**config.mk**
```make
export PLATFORM = sky130hd
export DESIGN_NAME = parity_frame_gen
export DESIGN_NICKNAME = d
export VERILOG_FILES = /design/src/rtl/parity_frame_gen.sv
export SDC_FILE = /design/constraint.sdc
export NUM_CORES = 1
export LEC_CHECK = 0
export ABC_CLOCK_PERIOD_IN_PS = 4800
export BUFFER_PORTS_ARGS = -buffer_cell sky130_fd_sc_hd__buf_2
export CAP_MARGIN = 15
export CORE_AREA = 2 2 39 41
export CTS_BUF_LIST = sky130_fd_sc_hd__clkbuf_2 sky130_fd_sc_hd__clkbuf_4 sky130_fd_sc_hd__clkbuf_8
export DETAILED_ROUTE_END_ITERATION = 12
export DIE_AREA = 0 0 41 43
export GPL_TIMING_DRIVEN = 0
export PLACE_DENSITY = 0.79
export SYNTH_ARGS = -nofsm -noshare
export SYNTH_HDL_FRONTEND = slang
export SYNTH_SLANG_ARGS = --single-unit
```
**constraint.sdc**
```tcl
create_clock -name clk -period 4.8 [get_ports clk]
set_input_delay 0.96 -clock clk [delete_from_list [all_inputs] [get_ports clk]]
set_output_delay 0.96 -clock clk [all_outputs]
set_load 0.005 [all_outputs]
```
**src/rtl/parity_frame_gen.sv**
```systemverilog
// Frame parity generator: XOR-folds accepted words, presents one even/odd parity bit per frame.
// Result visible the cycle after the closing word; in_ready is low while a result waits for par_ready.
module parity_frame_gen #(
  parameter int WIDTH     = 8,
  parameter int MAX_WORDS = 16
) (
  input  logic                           clk,
  input  logic                           rst,
  input  logic                           en,
  input  logic                           odd,
  input  logic                           in_valid,
  input  logic [WIDTH-1:0]               in_data,
  input  logic                           in_last,
  output logic                           in_ready,
  output logic                           par_valid,
  output logic                           par_bit,
  input  logic                           par_ready,
  output logic [$clog2(MAX_WORDS+1)-1:0] word_count,
  output logic                           overflow
);

  localparam int CW = $clog2(MAX_WORDS+1);

  typedef enum logic [1:0] {IDLE, ACCUM, HOLD} state_t;

  state_t          state, state_nxt;
  logic            acc, acc_nxt;
  logic            mode, mode_nxt;
  logic [CW-1:0]   cnt_nxt;
  logic [CW-1:0]   cnt_inc;
  logic            ovf_nxt;
  logic            accept;

  assign in_ready  = en && (state != HOLD);
  assign accept    = in_valid && in_ready;
  assign par_valid = (state == HOLD);
  // Result is derived from held state, so it stays stable for the whole HOLD period.
  assign par_bit   = (state == HOLD) && (acc ^ mode);
  assign cnt_inc   = (state == IDLE) ? CW'(1) : word_count + CW'(1);

  always_ff @(posedge clk or posedge rst) begin
    if (rst) begin
      state      <= IDLE;
      acc        <= 1'b0;
      mode       <= 1'b0;
      word_count <= '0;
      overflow   <= 1'b0;
    end else begin
      state      <= state_nxt;
      acc        <= acc_nxt;
      mode       <= mode_nxt;
      word_count <= cnt_nxt;
      overflow   <= ovf_nxt;
    end
  end

  always_comb begin
    state_nxt = state;
    acc_nxt   = acc;
    mode_nxt  = mode;
    cnt_nxt   = word_count;
    ovf_nxt   = overflow;
    unique case (state)
      IDLE, ACCUM: begin
        if (accept) begin
          acc_nxt = ((state == IDLE) ? 1'b0 : acc) ^ (^in_data);
          cnt_nxt = cnt_inc;
          if (state == IDLE) mode_nxt = odd;
          if (in_last || (cnt_inc == CW'(MAX_WORDS))) begin
            state_nxt = HOLD;
            // A word-limit close is only an overflow if the sender did not end the frame itself.
            if (!in_last) ovf_nxt = 1'b1;
          end else begin
            state_nxt = ACCUM;
          end
        end
      end
      HOLD: begin
        if (par_ready) begin
          state_nxt = IDLE;
          acc_nxt   = 1'b0;
          cnt_nxt   = '0;
        end
      end
      default: state_nxt = IDLE;
    endcase
  end

endmodule
```
==> impl_metrics.ini, run 1 <==
[clock_tree]
cts_root_buffer = clkbuf_4
clkSlewWorstSetupHoldPaths_ns = 0.07
cts_tree = done
clk_path_buf_depth = 2
clk-insertion-delay-late_ns = 0.27
ctsHoldBuffers = 0
cts_sinks = 10
post-cts-setup-buffer-count = 0
htreeDepth = 1
cts_buffers = 3
cts_resized = 0

[synthesis]
syn_area_sq_um = 602
synth_cell_type_count = 26
synth_nets = 75
ys_seq_elements = 10
synthCells = 59
seq_area_frac_synth_pct = 41.6
async_reset_ff_share_pct = 100
yosysWarnings = 0
synth_ff_type = dfrtp_1
synth_edf_count = 0
avgSynthCellArea_sq_um = 10.2

[detailed_routing]
firstDrtPassIters = 4
antenna_left = 0
first_iter_violations = 11
totalWireLength_mm = 1.27
route.detailed.wl_per_inst_microns = 12.5
route.vias.total = 535
drcViolationCount = 0
viasPerCell = 5.25

[placed_design]
gp_congestion = 0.683
placed_area_sq_um = 737
hpwl_microns = 980
port_buffers = 23
dp_slack_ns = 2.53

[grt]
overflow = 0
grt_pass1_vias = 503
grt_pass1_wl_mm = 2.04
antenna_found_initial = 0
grt_max_degree = 11
grtUsageTotal_pct = 17.1

[final_layout]
most-common-layout-cells = 24 x buf_2, 10 x dfrtp_1, 8 x xnor2_1, 5 x nor2_1, 4 x o21ai_0
n_antenna_cell = 0
final_area_sq_um = 773
drive_above_1_share_pct = 38.4
final_nets = 103
syn_to_final_growth_pct = 28.5
layout_commonest_cell = buf_2

[outcome]
outcome = completed

[critical_path]
critical-path-slowest-cell = and2_1
end_kind = output pin
cp-start-kind = input port
critical-path-top-cell-by-count = buf_2
cp.arrival_ns = 1.31
worstPathMaxFanout = 3
critical_path.top_delay_family = buffers and inverters
max_stage_delay_ns = 0.12
crit_chain = buf_2, and2_1, buf_2
critPathKind = in -> out
cp_num_buf_inv = 2
cp.required_ns = 3.84

[job]
drv_cap = 0

[sta]
timing.final.hold_violations = 0
max_freq_mhz = 440
finalMaxSlewViolations = 0
post-route-period-util_pct = 47.3
tns_ns = 0
fin_crit_ns = 2.27
tightest_slew_ns = 0.401
setup_ws_ns = 2.53
final-setup-viol-count = 0
slew_headroom_pct = 73.3
skew_ns = 0.00209
rsz0062_at_grt = false

[floorplanning]
rows = 14
start_util_pct = 43.5
ios = 24
die_area_sq_um = 1760
fp.dieH_microns = 43
die_w_microns = 41
core-area_sq_um = 1380

[power_and_ir_drop]
powerDensity_nw_per_um2 = 321
peakVddDrop_mv = 0.174
power.leakage_uw = 0.000389

[hold_path]
hold_path.class = reg -> reg
[registers in the layout (all words and copies together), names as in the netlist]
name	cells
word_count	5
overflow	1
state	2
mode	1
acc	1
[path summary, 6_finish.rpt]
path | startpoint | endpoint | slack, ns | depth (start not counted)
worst max-delay path | en | in_ready | 2.53 | 3
worst max register to register | word_count[0] | state[1] | 3.04 | 6
worst min register to register | overflow | overflow | 0.47 | 1
worst min-delay path | overflow | overflow | 0.47 | 1
max in group asynchronous | rst | word_count[0] | 3.86 | 2
min in group asynchronous | rst | state[1] | 0.66 | 2
[through the flow]
step | std cells | hold WS [ns] | power (uW) | util (%)
final | 102 | 0.472 | 248 | 55.9
after global routing | 102 | 0.501 | 263 | 55.9
after CTS | 102 | 0.480 | 250 | 55.9
after detailed placement | 98 | 0.464 | 172 | 53.3
after global placement | 98 | 0.447 | 168 | 53.3
after floorplan | 59 | 0.466 | 150 | -
[power breakdown]
part,switching (uW),internal (uW)
logic,29.2,34.2
registers,11.9,94.8
clock network,31.9,46.1
[cells by family (layout without fill, tap and decap cells)]
kind of cell / Yosys count / count (layout) / synth area share, %
compound gates: 14 / 14 / 18.9
buf+inv: 4 / 31 / 2.70
flops: 10 / 10 / 41.6
xor+xnor: 11 / 11 / 16.0
simple gates: 18 / 18 / 16.8
fa+ha+maj: 1 / 1 / 2.08
mux: 1 / 1 / 1.87
[routing by layer]
metal | GRT usage [%] | wire length, microns | vias to the layer above
li1 | - | - | 262
met1 | 17.4 | 484 | 252
met2 | 29.7 | 713 | 19
met3 | 3.14 | 60 | 2
met4 | 10.0 | 14 | 0
met5 | 0 | 0 | -
[synth_stat cells (2+ instances only)]
master / n / area (sq um)
nor2_1: 5 / 18.8
nand2_1: 3 / 11.3
dfrtp_1: 10 / 250
xnor2_1: 8 / 70.1
a22o_1: 2 / 17.5
nand3_1: 2 / 10.0
a32o_1: 3 / 30.0
inv_1: 3 / 11.3
xor2_1: 3 / 26.3
o21ai_0: 4 / 20.0
[worst register-to-register path: cells and delay by family, from the launching register on]
family                   cells  cell delay (ns)
AO/OA/AOI/OAI                2             0.19
flip-flops                   1             0.43
adder cells (fa/ha/maj)      1             0.28
AND/OR/NAND/NOR              2             0.61
XOR/XNOR                     1             0.17
[final cells by class]
| cell class | instances | area, sq um |
|---|---|---|
| plain buffers | 1 | 5.00 |
| clock buffers | 4 | 36.3 |
| fillers | 128 | 611 |
| inverters | 3 | 11.3 |
| multi-input cells | 45 | 335 |
| flip-flops and latches | 10 | 250 |
| well taps | 16 | 20.0 |
| repair buffers | 23 | 115 |
Power figures use the tool's default switching activity.
==> run 2, diff against run 1 <==
Settings changed: ABC_CLOCK_PERIOD_IN_PS 4800 to 1830, CORE_AREA 2 2 39 41 to default, CORE_MARGIN from default to 2, CORE_UTILIZATION from default to 44, DIE_AREA 0 0 41 43 to default, PLACE_DENSITY 0.79 to 0.81.
Clock period 4.8 ns to 1.83 ns, I/O delays scaled along.
==> impl_metrics.ini, run 2 (synthesis gave the netlist of run 1 again) <==
[outcome]
outcome = completed

[detailed_routing]
antenna_left = 0
first_iter_violations = 14
route.vias.total = 529
totalWireLength_mm = 1.24
firstDrtPassIters = 4
drcViolationCount = 0
viasPerCell = 5.29
route.detailed.wl_per_inst_microns = 12.4

[clock_tree]
clk-insertion-delay-late_ns = 0.26
cts_sinks = 10
htreeDepth = 1
cts_buffers = 3
clk_path_buf_depth = 2
cts_root_buffer = clkbuf_4
cts_tree = done
clkSlewWorstSetupHoldPaths_ns = 0.06

[critical_path]
critPathKind = reg -> reg
cp.arrival_ns = 1.93
r2r-start = word_count[0]
r2r-end = state[1]
end_kind = flip-flop
cp-start-kind = flip-flop
worstPathMaxFanout = 5
reg2regPathDepth = 6
crit_start = word_count[0]
cp.required_ns = 2.02
reg2reg_slack_ns = 0.09

[job]
drv_cap = 0

[final_layout]
reg.largest.list = word_count: 5 flops, state: 2 flops
top_register = word_count
n_antenna_cell = 0
fin_util_pct = 59.7
final_nets = 103
drive_above_1_share_pct = 37.6
layout.cells.non_filler = 100
largest_reg_flops = 5
fillers = 120
most-common-layout-cells = 24 x buf_2, 10 x dfrtp_1, 8 x xnor2_1, 5 x nor2_1, 4 x o21ai_0
layout_commonest_cell = buf_2
syn_to_final_growth_pct = 27.4

[sta]
timing.final.hold_violations = 0
finalMaxSlewViolations = 0
tightest_slew_ns = 0.381
whs_ns = 0.0626
final-setup-viol-count = 0
tns_ns = 0
fin_crit_ns = 1.74
slew_headroom_pct = 74.4
skew_ns = 0.00124
max_freq_mhz = 573
post-route-period-util_pct = 95.3

[power_and_ir_drop]
power.leakage_uw = 0.000382
peakVddDrop_mv = 0.367
powerDensity_nw_per_um2 = 780
power.total_uw = 598

[hold_path]
hold_path.class = in -> async

[placed_design]
port_buffers = 23
place_inst = 97
gp_congestion = 0.707

[floorplanning]
rows = 13
core-area_sq_um = 1280
die_area_sq_um = 1680
ios = 24
start_util_pct = 46.8
die_w_microns = 41.0
fp.dieH_microns = 41.0

[grt]
grt_pass1_wl_mm = 1.73
overflow = 0
grt_pass1_vias = 466
antenna_found_initial = 0
grt_max_degree = 11
grtUsageTotal_pct = 16.5
==> run 2: how the worst max path moves through the flow <==
stage	end	slack, ns	cells past startpoint
floorplan	overflow	0.23	5
global placement	state[1]	0.13	6
detailed placement	state[1]	0.10	6
CTS	state[1]	0.08	6
global route	state[1]	-0.005	6
finish	state[1]	0.09	6
==> run 2: area by class of cell <==
type / count / area [sq um] / share of cell area (%)
Buffer: 1 / 5.00 / 0.653
Clock buffer: 3 / 22.5 / 2.94
Inverter: 3 / 11.3 / 1.47
Multi-Input combinational cell: 45 / 344 / 44.9
Sequential cell: 10 / 250 / 32.6
Tap cell: 15 / 18.8 / 2.45
Timing Repair Buffer: 23 / 115 / 15.0
==> run 2: critical path, cell delays in order (launching register included) <==
cell	delay (ns)
dfrtp_1	0.43
ha_1	0.27
xor2_1	0.17
or3_1	0.40
nor4_4	0.21
o21ai_0	0.11
o21ai_0	0.08
==> run 2: metal layers <==
metal	vias up	global-route usage, %	part of all wire (%)
met3	4	4.89	6.6
met4	0	10.0	3.0
met1	241	16.3	39
met2	24	29.7	52
met5	-	0	0
li1	260	-	-
==> run 2: timing repair <==
| item | 4_1_cts | 5_1_grt |
|---|---|---|
| hold buffers | 0 | 0 |
| gates resized for setup | 0 | 1 |
| setup buffers | 0 | 0 |
| endpoints found under the setup margin | 0 | 1 |
==> run 2: through the flow <==
stage / instance area (sq um) / worst slack (ns)
after global placement: 736 / 0.126
after global routing: 767 / -0.00473
after CTS: 758 / 0.0840
after detailed placement: 736 / 0.101
final: 767 / 0.0856
after floorplan: 602 / 0.230
==> run 2: where the power goes <==
group	leakage (uW)	internal, uW	total [uW]	switching (uW)
Clock	0.0000138	75.9	148	72.3
Sequential	0.000132	249	281	31.6
Combinational	0.000236	89.3	169	79.9
Total	0.000382	414	598	184
